File: src/rtl/imdct_bram_arbiter_if.sv
// imdct_bram_arbiter_if: host/core command channels and BRAM port shared by imdct_bram_arbiter
interface imdct_bram_arbiter_if #(
  parameter int WIDTH   = 32,
  parameter int ADDRESS = 32
);
  logic               h_req, h_we, h_gnt, h_rvalid;
  logic [ADDRESS-1:0] h_addr;
  logic [WIDTH-1:0]   h_wdata, h_rdata;
  logic               c_req, c_we, c_gnt, c_rvalid, c_lock;
  logic [ADDRESS-1:0] c_addr;
  logic [WIDTH-1:0]   c_wdata, c_rdata;
  logic               en_bram, we_bram;
  logic [ADDRESS-1:0] addr_bram;
  logic [WIDTH-1:0]   din_bram, dout_bram;
  modport slave (
    input  h_req, h_we, h_addr, h_wdata, c_req, c_we, c_addr, c_wdata, c_lock, dout_bram,
    output h_gnt, h_rvalid, h_rdata, c_gnt, c_rvalid, c_rdata, en_bram, we_bram, addr_bram, din_bram
  );
  modport master (
    output h_req, h_we, h_addr, h_wdata, c_req, c_we, c_addr, c_wdata, c_lock, dout_bram,
    input  h_gnt, h_rvalid, h_rdata, c_gnt, c_rvalid, c_rdata, en_bram, we_bram, addr_bram, din_bram
  );
endinterface

File: src/rtl/imdct_bram_arbiter.sv
// imdct_bram_arbiter: host/core arbiter for the single IMDCT BRAM port with core lock and tagged reads.
// BRAM_ARB_RR_EN selects round-robin contention priority; otherwise the core always wins.
module imdct_bram_arbiter #(
  parameter int WIDTH   = 32,
  parameter int ADDRESS = 32,
  parameter int RD_LAT  = 1
) (
  input  logic clk_i,
  input  logic rst_i,
  imdct_bram_arbiter_if.slave bus
);
  typedef enum logic {OPEN, LOCKED} state_t;
  state_t             state_q, state_d;
  logic               locked, core_wins, h_gnt, c_gnt;
  logic               en_q, we_q, own_q, h_rvalid_q, c_rvalid_q;
  logic [ADDRESS-1:0] addr_q;
  logic [WIDTH-1:0]   din_q, h_rdata_q, c_rdata_q;
  logic [RD_LAT-1:0]  vld_q, tag_q;
  logic [RD_LAT:0]    vld_sh, tag_sh;
`ifdef BRAM_ARB_RR_EN
  logic last_q, last_d;
  assign core_wins = !last_q;
  assign last_d    = c_gnt ? 1'b1 : (h_gnt ? 1'b0 : last_q);
  always_ff @(posedge clk_i or posedge rst_i)
    if (rst_i) last_q <= 1'b0;
    else       last_q <= last_d;
`else
  assign core_wins = 1'b1;
`endif
  // LOCKED only holds while c_lock stays high; the release cycle arbitrates as OPEN
  always_comb begin
    locked  = (state_q == LOCKED) && bus.c_lock;
    c_gnt   = !rst_i && bus.c_req && (locked || !bus.h_req || core_wins);
    h_gnt   = !rst_i && bus.h_req && !locked && !c_gnt;
    state_d = (locked || (c_gnt && bus.c_lock)) ? LOCKED : OPEN;
    vld_sh  = {vld_q, en_q && !we_q};
    tag_sh  = {tag_q, own_q};
  end
  always_ff @(posedge clk_i or posedge rst_i) begin
    if (rst_i) begin
      state_q    <= OPEN;
      en_q       <= 1'b0;
      we_q       <= 1'b0;
      own_q      <= 1'b0;
      addr_q     <= '0;
      din_q      <= '0;
      vld_q      <= '0;
      tag_q      <= '0;
      h_rvalid_q <= 1'b0;
      c_rvalid_q <= 1'b0;
      h_rdata_q  <= '0;
      c_rdata_q  <= '0;
    end else begin
      state_q    <= state_d;
      en_q       <= h_gnt || c_gnt;
      we_q       <= c_gnt ? bus.c_we : (h_gnt && bus.h_we);
      own_q      <= c_gnt;
      if (h_gnt || c_gnt) begin
        addr_q <= c_gnt ? bus.c_addr : bus.h_addr;
        din_q  <= c_gnt ? bus.c_wdata : bus.h_wdata;
      end
      vld_q      <= vld_sh[RD_LAT-1:0];
      tag_q      <= tag_sh[RD_LAT-1:0];
      h_rvalid_q <= vld_q[RD_LAT-1] && !tag_q[RD_LAT-1];
      c_rvalid_q <= vld_q[RD_LAT-1] && tag_q[RD_LAT-1];
      if (vld_q[RD_LAT-1] && !tag_q[RD_LAT-1]) h_rdata_q <= bus.dout_bram;
      if (vld_q[RD_LAT-1] && tag_q[RD_LAT-1])  c_rdata_q <= bus.dout_bram;
    end
  end
  assign bus.h_gnt     = h_gnt;
  assign bus.c_gnt     = c_gnt;
  assign bus.h_rvalid  = h_rvalid_q;
  assign bus.c_rvalid  = c_rvalid_q;
  assign bus.h_rdata   = h_rdata_q;
  assign bus.c_rdata   = c_rdata_q;
  assign bus.en_bram   = en_q;
  assign bus.we_bram   = we_q;
  assign bus.addr_bram = addr_q;
  assign bus.din_bram  = din_q;
endmodule
File: src/flat_wrapper.sv
// flat-port wrapper written by rule: the top's interface ports become plain ports
module imdct_bram_arbiter_flat 
#(
  parameter int WIDTH   = 32,
  parameter int ADDRESS = 32,
  parameter int RD_LAT  = 1
)
  (clk_i, rst_i, bus_h_req, bus_h_we, bus_h_addr, bus_h_wdata, bus_c_req, bus_c_we, bus_c_addr, bus_c_wdata, bus_c_lock, bus_dout_bram, bus_h_gnt, bus_h_rvalid, bus_h_rdata, bus_c_gnt, bus_c_rvalid, bus_c_rdata, bus_en_bram, bus_we_bram, bus_addr_bram, bus_din_bram);
  imdct_bram_arbiter_if #(.WIDTH(WIDTH), .ADDRESS(ADDRESS)) bus_i ();
  input  logic clk_i;
  input  logic rst_i;
  input wire logic [$bits(bus_i.h_req)-1:0] bus_h_req;
  input wire logic [$bits(bus_i.h_we)-1:0] bus_h_we;
  input wire logic [$bits(bus_i.h_addr)-1:0] bus_h_addr;
  input wire logic [$bits(bus_i.h_wdata)-1:0] bus_h_wdata;
  input wire logic [$bits(bus_i.c_req)-1:0] bus_c_req;
  input wire logic [$bits(bus_i.c_we)-1:0] bus_c_we;
  input wire logic [$bits(bus_i.c_addr)-1:0] bus_c_addr;
  input wire logic [$bits(bus_i.c_wdata)-1:0] bus_c_wdata;
  input wire logic [$bits(bus_i.c_lock)-1:0] bus_c_lock;
  input wire logic [$bits(bus_i.dout_bram)-1:0] bus_dout_bram;
  output wire logic [$bits(bus_i.h_gnt)-1:0] bus_h_gnt;
  output wire logic [$bits(bus_i.h_rvalid)-1:0] bus_h_rvalid;
  output wire logic [$bits(bus_i.h_rdata)-1:0] bus_h_rdata;
  output wire logic [$bits(bus_i.c_gnt)-1:0] bus_c_gnt;
  output wire logic [$bits(bus_i.c_rvalid)-1:0] bus_c_rvalid;
  output wire logic [$bits(bus_i.c_rdata)-1:0] bus_c_rdata;
  output wire logic [$bits(bus_i.en_bram)-1:0] bus_en_bram;
  output wire logic [$bits(bus_i.we_bram)-1:0] bus_we_bram;
  output wire logic [$bits(bus_i.addr_bram)-1:0] bus_addr_bram;
  output wire logic [$bits(bus_i.din_bram)-1:0] bus_din_bram;
  assign bus_i.h_req = bus_h_req;
  assign bus_i.h_we = bus_h_we;
  assign bus_i.h_addr = bus_h_addr;
  assign bus_i.h_wdata = bus_h_wdata;
  assign bus_i.c_req = bus_c_req;
  assign bus_i.c_we = bus_c_we;
  assign bus_i.c_addr = bus_c_addr;
  assign bus_i.c_wdata = bus_c_wdata;
  assign bus_i.c_lock = bus_c_lock;
  assign bus_i.dout_bram = bus_dout_bram;
  assign bus_h_gnt = bus_i.h_gnt;
  assign bus_h_rvalid = bus_i.h_rvalid;
  assign bus_h_rdata = bus_i.h_rdata;
  assign bus_c_gnt = bus_i.c_gnt;
  assign bus_c_rvalid = bus_i.c_rvalid;
  assign bus_c_rdata = bus_i.c_rdata;
  assign bus_en_bram = bus_i.en_bram;
  assign bus_we_bram = bus_i.we_bram;
  assign bus_addr_bram = bus_i.addr_bram;
  assign bus_din_bram = bus_i.din_bram;
  imdct_bram_arbiter #(.WIDTH(WIDTH), .ADDRESS(ADDRESS), .RD_LAT(RD_LAT)) u_core (.clk_i(clk_i), .rst_i(rst_i), .bus(bus_i));
endmodule
File: config.mk
export PLATFORM = sky130hd
export DESIGN_NAME = imdct_bram_arbiter_flat
export DESIGN_NICKNAME = d
export VERILOG_FILES = /design/src/rtl/imdct_bram_arbiter_if.sv /design/src/rtl/imdct_bram_arbiter.sv /design/src/flat_wrapper.sv
export SDC_FILE = /design/constraint.sdc
export NUM_CORES = 1
export LEC_CHECK = 0
export BUFFER_PORTS_ARGS = -buffer_cell sky130_fd_sc_hd__buf_2
export CORE_ASPECT_RATIO = 0.75
export CORE_UTILIZATION = 30
export DETAILED_ROUTE_END_ITERATION = 10
export PLACE_DENSITY = 0.58
export SLEW_MARGIN = 20
export SYNTH_ARGS = -nofsm -noshare
export SYNTH_HDL_FRONTEND = slang
export SYNTH_SLANG_ARGS = --single-unit
File: constraint.sdc
create_clock -name clk_i -period 4.88 [get_ports clk_i]
set_input_delay 0.488 -clock clk_i [delete_from_list [all_inputs] [get_ports clk_i]]
set_output_delay 0.488 -clock clk_i [all_outputs]
set_load 0.01 [all_outputs]
==> qor.csv, run 1 <==
metric,value,unit
DR vias/cell,4.38,
Synth Area in Compound Gates,0.00445,
Final ANT Viol Nets,0,
end-of-flow core utilization,0.422,
Simple-Gate Fraction of Synth Area,0.00647,
Clock Path Buffers,2,
CP Cell Sequence,"a21bo_2, a21oi_4, buf_12, mux2_2",
RR Startpoint,u_core.state_q,
endpoints failing setup,0,
WL final,14.6,mm
RR Endpoint,u_core.bus.din_bram[3],
"Design Area, Final",0.00854,mm^2
DR pass1 iterations,6,
Seq. cell area,0.00340,mm^2
"commonest non-fill, non-tap cell in the layout",buf_2,
max cap viols,0,
Final Critical Period,2.27,ns
die height,126,um
final hold vios,0,
setup TNS,0,ns
placer congestion estimate,0.766,
CP top delay family,compound AO/OA/AOI/OAI gates,
worst-margin pin slew,1.07,ns
PwrDens,418,mW/mm^2
initial antenna violation count,0,
gr usage total,0.140,
starting density of the core,0.306,
R2R cell count,4,
layout cells sized above 1,0.785,
Cells after Synth,364,
met1 usage,0.171,
grt peak-use layer,met2,
R2R Setup Slk,2.61,ns
Setup CP Type,reg2reg,
total power,3.56,mW
fraction of synthesized cell area in xor and xnor cells,0,
mapped cell area,0.00619,mm^2
Slew Limit Fails,0,
global-route wire length before repair,23.0,mm
syn nets,531,
hold crit path type,in2async,
cts hold-fix bufs,0,
number of global-route vias before repair,4385,
main combinational cell family by area after synthesis,multiplexers,
slowest CP cell,a21oi_4,
Critical Path RT,5.18,ns
WL/cell,15.6,um
Post-CTS Setup Bufs,0,
Crit. path cell count,4,
mux share of post-synthesis cell area,0.409,
Area after DPL,0.00791,mm^2
critical path endpoint category,flip-flop,
clk_skew,0.0106,ns
CP peak stage delay,0.74,ns
Root Driver,clkbuf_16,
status,finished clean,
CTS H-tree lvls,4,
WP buf/inv,1,
met3 usage,0.0424,
grt ovf,0,
detailed placement HPWL,10.9,mm
worst path arrival time,2.56,ns
Starting DRT DRC Count,151,
Syn Area/Cell,17.0,um^2
crit path launch type,flip-flop,
period utilization,0.464,
CORE AREA,0.0202,mm^2
Static Leak,4.37,nW
CTS tree,done,
largest net degree at the start of global routing,92,
register area share after synthesis,0.550,
multi-input logic area,0.00262,mm^2
Max-slew headroom,0.282,
# IOs,301,
Num Clock Sinks,136,
worst slack at placement,2.31,ns
die width,168,um
# resized after CTS,0,
area grow syn2layout,37.9,%
Max VDD drop,0.000159,V
die footprint,0.0212,mm^2
CTS buffer count,17,
"commonest cells after routing, fill and taps aside","buf_2 (300), dfrtp_1 (136), mux2_4 (98)",
Seq cells post-synth,136,
clk_lat worst skew,0.41,ns
Cell variety after synth,17,
CP Max Fanout,43,
synth warn,0,
GR Util met2,0.235,
DRC viols,0,
fill count,1858,
row count,45,
via count,4104,
Nets,833,
Adder-Cell Fraction of Synth Area,0,
Ant. Diodes,0,
clock transition at the registers of the reported paths,0.06,ns
Port Buf Inserts,300,
max frequency,441,MHz
RSZ-0062 raised after global routing,false,
final setup margin,2.61,ns
-- layer usage --
layer	up-vias	part of all wire
li1	1906	-
met1	2010	0.43
met2	171	0.49
met3	17	0.066
met4	0	0.015
met5	-	0
-- cells in the mapped netlist --
| master | count | area share |
|---|---|---|
| inv_1 | 4 | 0.0024 |
| buf_4 | 1 | 0.0012 |
| a21oi_1 | 2 | 0.0016 |
| a21bo_2 | 1 | 0.0016 |
| mux2_4 | 98 | 0.24 |
| nand2_1 | 2 | 0.0012 |
| dfrtp_1 | 136 | 0.55 |
| nand2b_1 | 1 | 0.0010 |
| clkbuf_1 | 1 | 0.00061 |
| o21a_1 | 1 | 0.0012 |
| or3b_2 | 1 | 0.0014 |
| buf_6 | 11 | 0.020 |
| nor2b_1 | 2 | 0.0020 |
| buf_2 | 7 | 0.0057 |
| nor3_1 | 1 | 0.00081 |
| mux2_2 | 94 | 0.17 |
| buf_1 | 1 | 0.00061 |
-- area by class of cell --
| class | count | share of cell area |
|---|---|---|
| flip-flops and latches | 136 | 0.399 |
| clock inverters | 14 | 0.0202 |
| clock buffers | 18 | 0.0503 |
| well taps | 258 | 0.0378 |
| repair buffers | 304 | 0.183 |
| multi-input cells | 203 | 0.307 |
| inverters | 4 | 0.00235 |
-- flip-flops by register name, summed over array words and instances (netlist names) --
register              count
u_core.own_q              1
u_core.tag_q              1
u_core.state_q            1
u_core.bus.c_rvalid       1
u_core.bus.h_rvalid       1
u_core.vld_q              1
u_core.bus.we_bram        1
u_core.bus.addr_bram     32
u_core.bus.din_bram      32
u_core.bus.h_rdata       32
u_core.bus.en_bram        1
u_core.bus.c_rdata       32
-- worst reg2reg max path: stages, from the launching register on --
cell     delay, ns
dfrtp_1       0.37
a21bo_2       0.25
a21oi_4       0.74
buf_12        0.39
mux2_2        0.40
-- worst max path at each step --
| stage | startpoint | end |
|---|---|---|
| global placement | bus_c_lock | u_core.bus.din_bram[6] |
| floorplan | rst_i | u_core.bus.addr_bram[0] |
| detailed placement | bus_c_lock | u_core.bus.din_bram[3] |
| global route | u_core.state_q | u_core.bus.din_bram[3] |
| CTS | rst_i | bus_c_gnt |
| finish | u_core.state_q | u_core.bus.din_bram[3] |
-- power breakdown --
part	switching [mW]	internal (mW)
clock	0.504	0.808
combinational	0.348	0.455
sequential	0.112	1.34
total	0.964	2.60
-- cell families (layout without fill, tap and decap cells) --
family,count (synthesis),count (layout)
AOI/OAI and AO/OA,4,4
buffers and inverters,25,340
DFF,136,136
muxes,192,192
and+or+nand+nor,7,7
-- through the flow --
step / hold slack [ns] / cells
CTS: 0.293 / 936
detailed placement: 0.372 / 904
global placement: 0.373 / 904
finish: 0.309 / 937
floorplan: 0.331 / 364
global route: 0.297 / 937
No activity file was read; power rests on OpenSTA's default activity.
==> run 2, diff against run 1 <==
ABC_AREA = 1   (was not set)
clock period = 2.3 ns   (was 4.88 ns; I/O delays follow)
==> qor.csv, run 2 <==
metric,value,unit
Final ANT Viol Nets,0,
met1 usage,0.224,
"commonest non-fill, non-tap cell in the layout",nand2_1,
synth warn,0,
cell accounting for the most synthesized area,dfrtp_1,
CTS H-tree lvls,4,
Final Critical Period,2.09,ns
# IOs,301,
Synth area leaders,"dfrtp_1 (55%), nand2_1 (20%), nand3_1 (10%)",
CP startpoint,rst_i,
Area after DPL,0.00779,mm^2
switching share of power,0.298,
WL final,17.6,mm
"Endpoint, Worst Hold",u_core.bus.we_bram,
Num Clock Sinks,136,
Port Buf Inserts,300,
CP top delay family,buffers and inverters,
hold path start,bus_c_we,
Post-synth EDFFs,0,
Clock Path Buffers,2,
Cell variety after synth,18,
Most common cell on crit path,buf_2,
P_sw,2.26,mW
Ant. Diodes,0,
Post-CTS Setup Bufs,0,
# resized after CTS,0,
RR Startpoint,u_core.tag_q,
via count,5814,
CP peak stage delay,0.54,ns
CTS buffer count,17,
"commonest cells after routing, fill and taps aside","nand2_1 (325), buf_2 (300), dfrtp_1 (136)",
clk_skew,0.00720,ns
Hold Slack,0.0333,ns
global-route wire length before repair,28.7,mm
Critical Path RT,2.07,ns
setup TNS,0,ns
endpoints failing setup,0,
Slew Limit Fails,0,
register area share after synthesis,0.553,
max cap viols,0,
Syn Area/Cell,8.14,um^2
detailed placement HPWL,11.9,mm
cts hold-fix bufs,1,
die height,126,um
RSZ-0062 raised after global routing,false,
Synth top cells by count,"nand2_1 (327), dfrtp_1 (136), nand3_1 (128), inv_1 (38), o21ai_0 (32)",
RR Endpoint,u_core.bus.h_rdata[2],
final setup margin,0.208,ns
placer congestion estimate,0.802,
Cells after Synth,757,
status,finished clean,
WL/cell,13.6,um
CORE AREA,0.0197,mm^2
leading register cell type out of synthesis,dfrtp_1,
mapped cell area,0.00616,mm^2
WP buf/inv,5,
Setup CP Type,in2out,
hold crit path type,in2reg,
DR vias/cell,4.48,
worst slack at placement,0.736,ns
period utilization,0.910,
slowest CP cell,dlygate4sd3_1,
die width,167,um
largest net degree at the start of global routing,111,
gr usage total,0.171,
DR pass1 iterations,5,
initial antenna violation count,0,
Reg power frac,0.400,
internal power,5.31,mW
Post-synth ARST share,1.00,
R2R cell count,4,
Starting DRT DRC Count,422,
crit path launch type,primary input,
"Design Area, Final",0.00844,mm^2
DRC viols,0,
grt peak-use layer,met2,
area grow syn2layout,36.9,%
syn nets,924,
Hold Path Cell Cnt,3,
Max VDD drop,0.000428,V
R2R Setup Slk,0.86,ns
worst path arrival time,1.86,ns
GR Util met2,0.265,
Seq cells post-synth,136,
number of global-route vias before repair,5578,
worst-margin pin slew,0.705,ns
CP Cell Sequence,"dlygate4sd3_1, buf_2, inv_6, nand3_2, buf_4, nor2_1, buf_2",
max frequency,478,MHz
CP Max Fanout,65,
met3 usage,0.0638,
"count leader, synth",nand2_1,
row count,44,
PwrDens,897,mW/mm^2
layout cells sized above 1,0.343,
combinational fraction of design power,0.209,
Nets,1200,
Root Driver,clkbuf_16,
post-synth top area share,0.553,
Static Leak,4.92,nW
final hold vios,0,
Max-slew headroom,0.530,
clock transition at the registers of the reported paths,0.06,ns
starting density of the core,0.313,
power share of the clock group,0.391,
critical path endpoint category,output port,
die footprint,0.0211,mm^2
clk_lat worst skew,0.42,ns
CTS tree,done,
grt ovf,0,
-- run 2: worst max-delay path by stage --
stage	end	cells after the start	slack [ns]
global placement	bus_h_gnt	6	0.74
global route	bus_h_gnt	7	0.04
CTS	bus_h_gnt	7	0.20
detailed placement	bus_h_gnt	6	0.74
floorplan	u_core.bus.din_bram[10]	6	0.53
finish	bus_h_gnt	7	0.21
-- run 2: stage by stage --
stage,power [mW],utilization,cells
finish,7.57,0.428,1299
global route,8.01,0.428,1299
CTS,7.68,0.428,1299
detailed placement,4.66,0.395,1266
global placement,4.65,0.395,1266
floorplan,3.92,-,757
-- run 2: cell type report --
type	instances	area [um^2]
Tap cell	253	317
Timing Repair Buffer	313	1650
Clock buffer	18	429
Inverter	39	151
Clock inverter	14	208
Multi-Input combinational cell	526	2280
Sequential cell	136	3400
Fill cell	2055	11300
-- run 2: per-layer routing --
layer  wire [um]  share of wire
met5           0              0
met2        7900           0.45
met3        1420          0.081
met1        8130           0.46
met4         182          0.010
-- run 2: power groups by stage --
stage,clock network (mW),logic (mW),registers [mW]
2_1_floorplan,0,0.655,3.26
3_3_place_gp,0,1.59,3.06
3_5_place_dp,0,1.61,3.06
4_1_cts,3.05,1.61,3.03
5_1_grt,3.15,1.79,3.08
6_report,2.96,1.58,3.03
-- run 2: kinds of logic (layout without fill, tap and decap cells) --
logic type	after synthesis	count (layout)	share of synthesized area
flops	136	136	0.553
buf+inv	95	384	0.0796
compound gates	64	64	0.0581
simple gates	462	462	0.310
-- run 2: tightest hold or removal path: stages --
cell and delay, ns:
buf_2 0.07, nand2_1 0.04, nand2_1 0.06
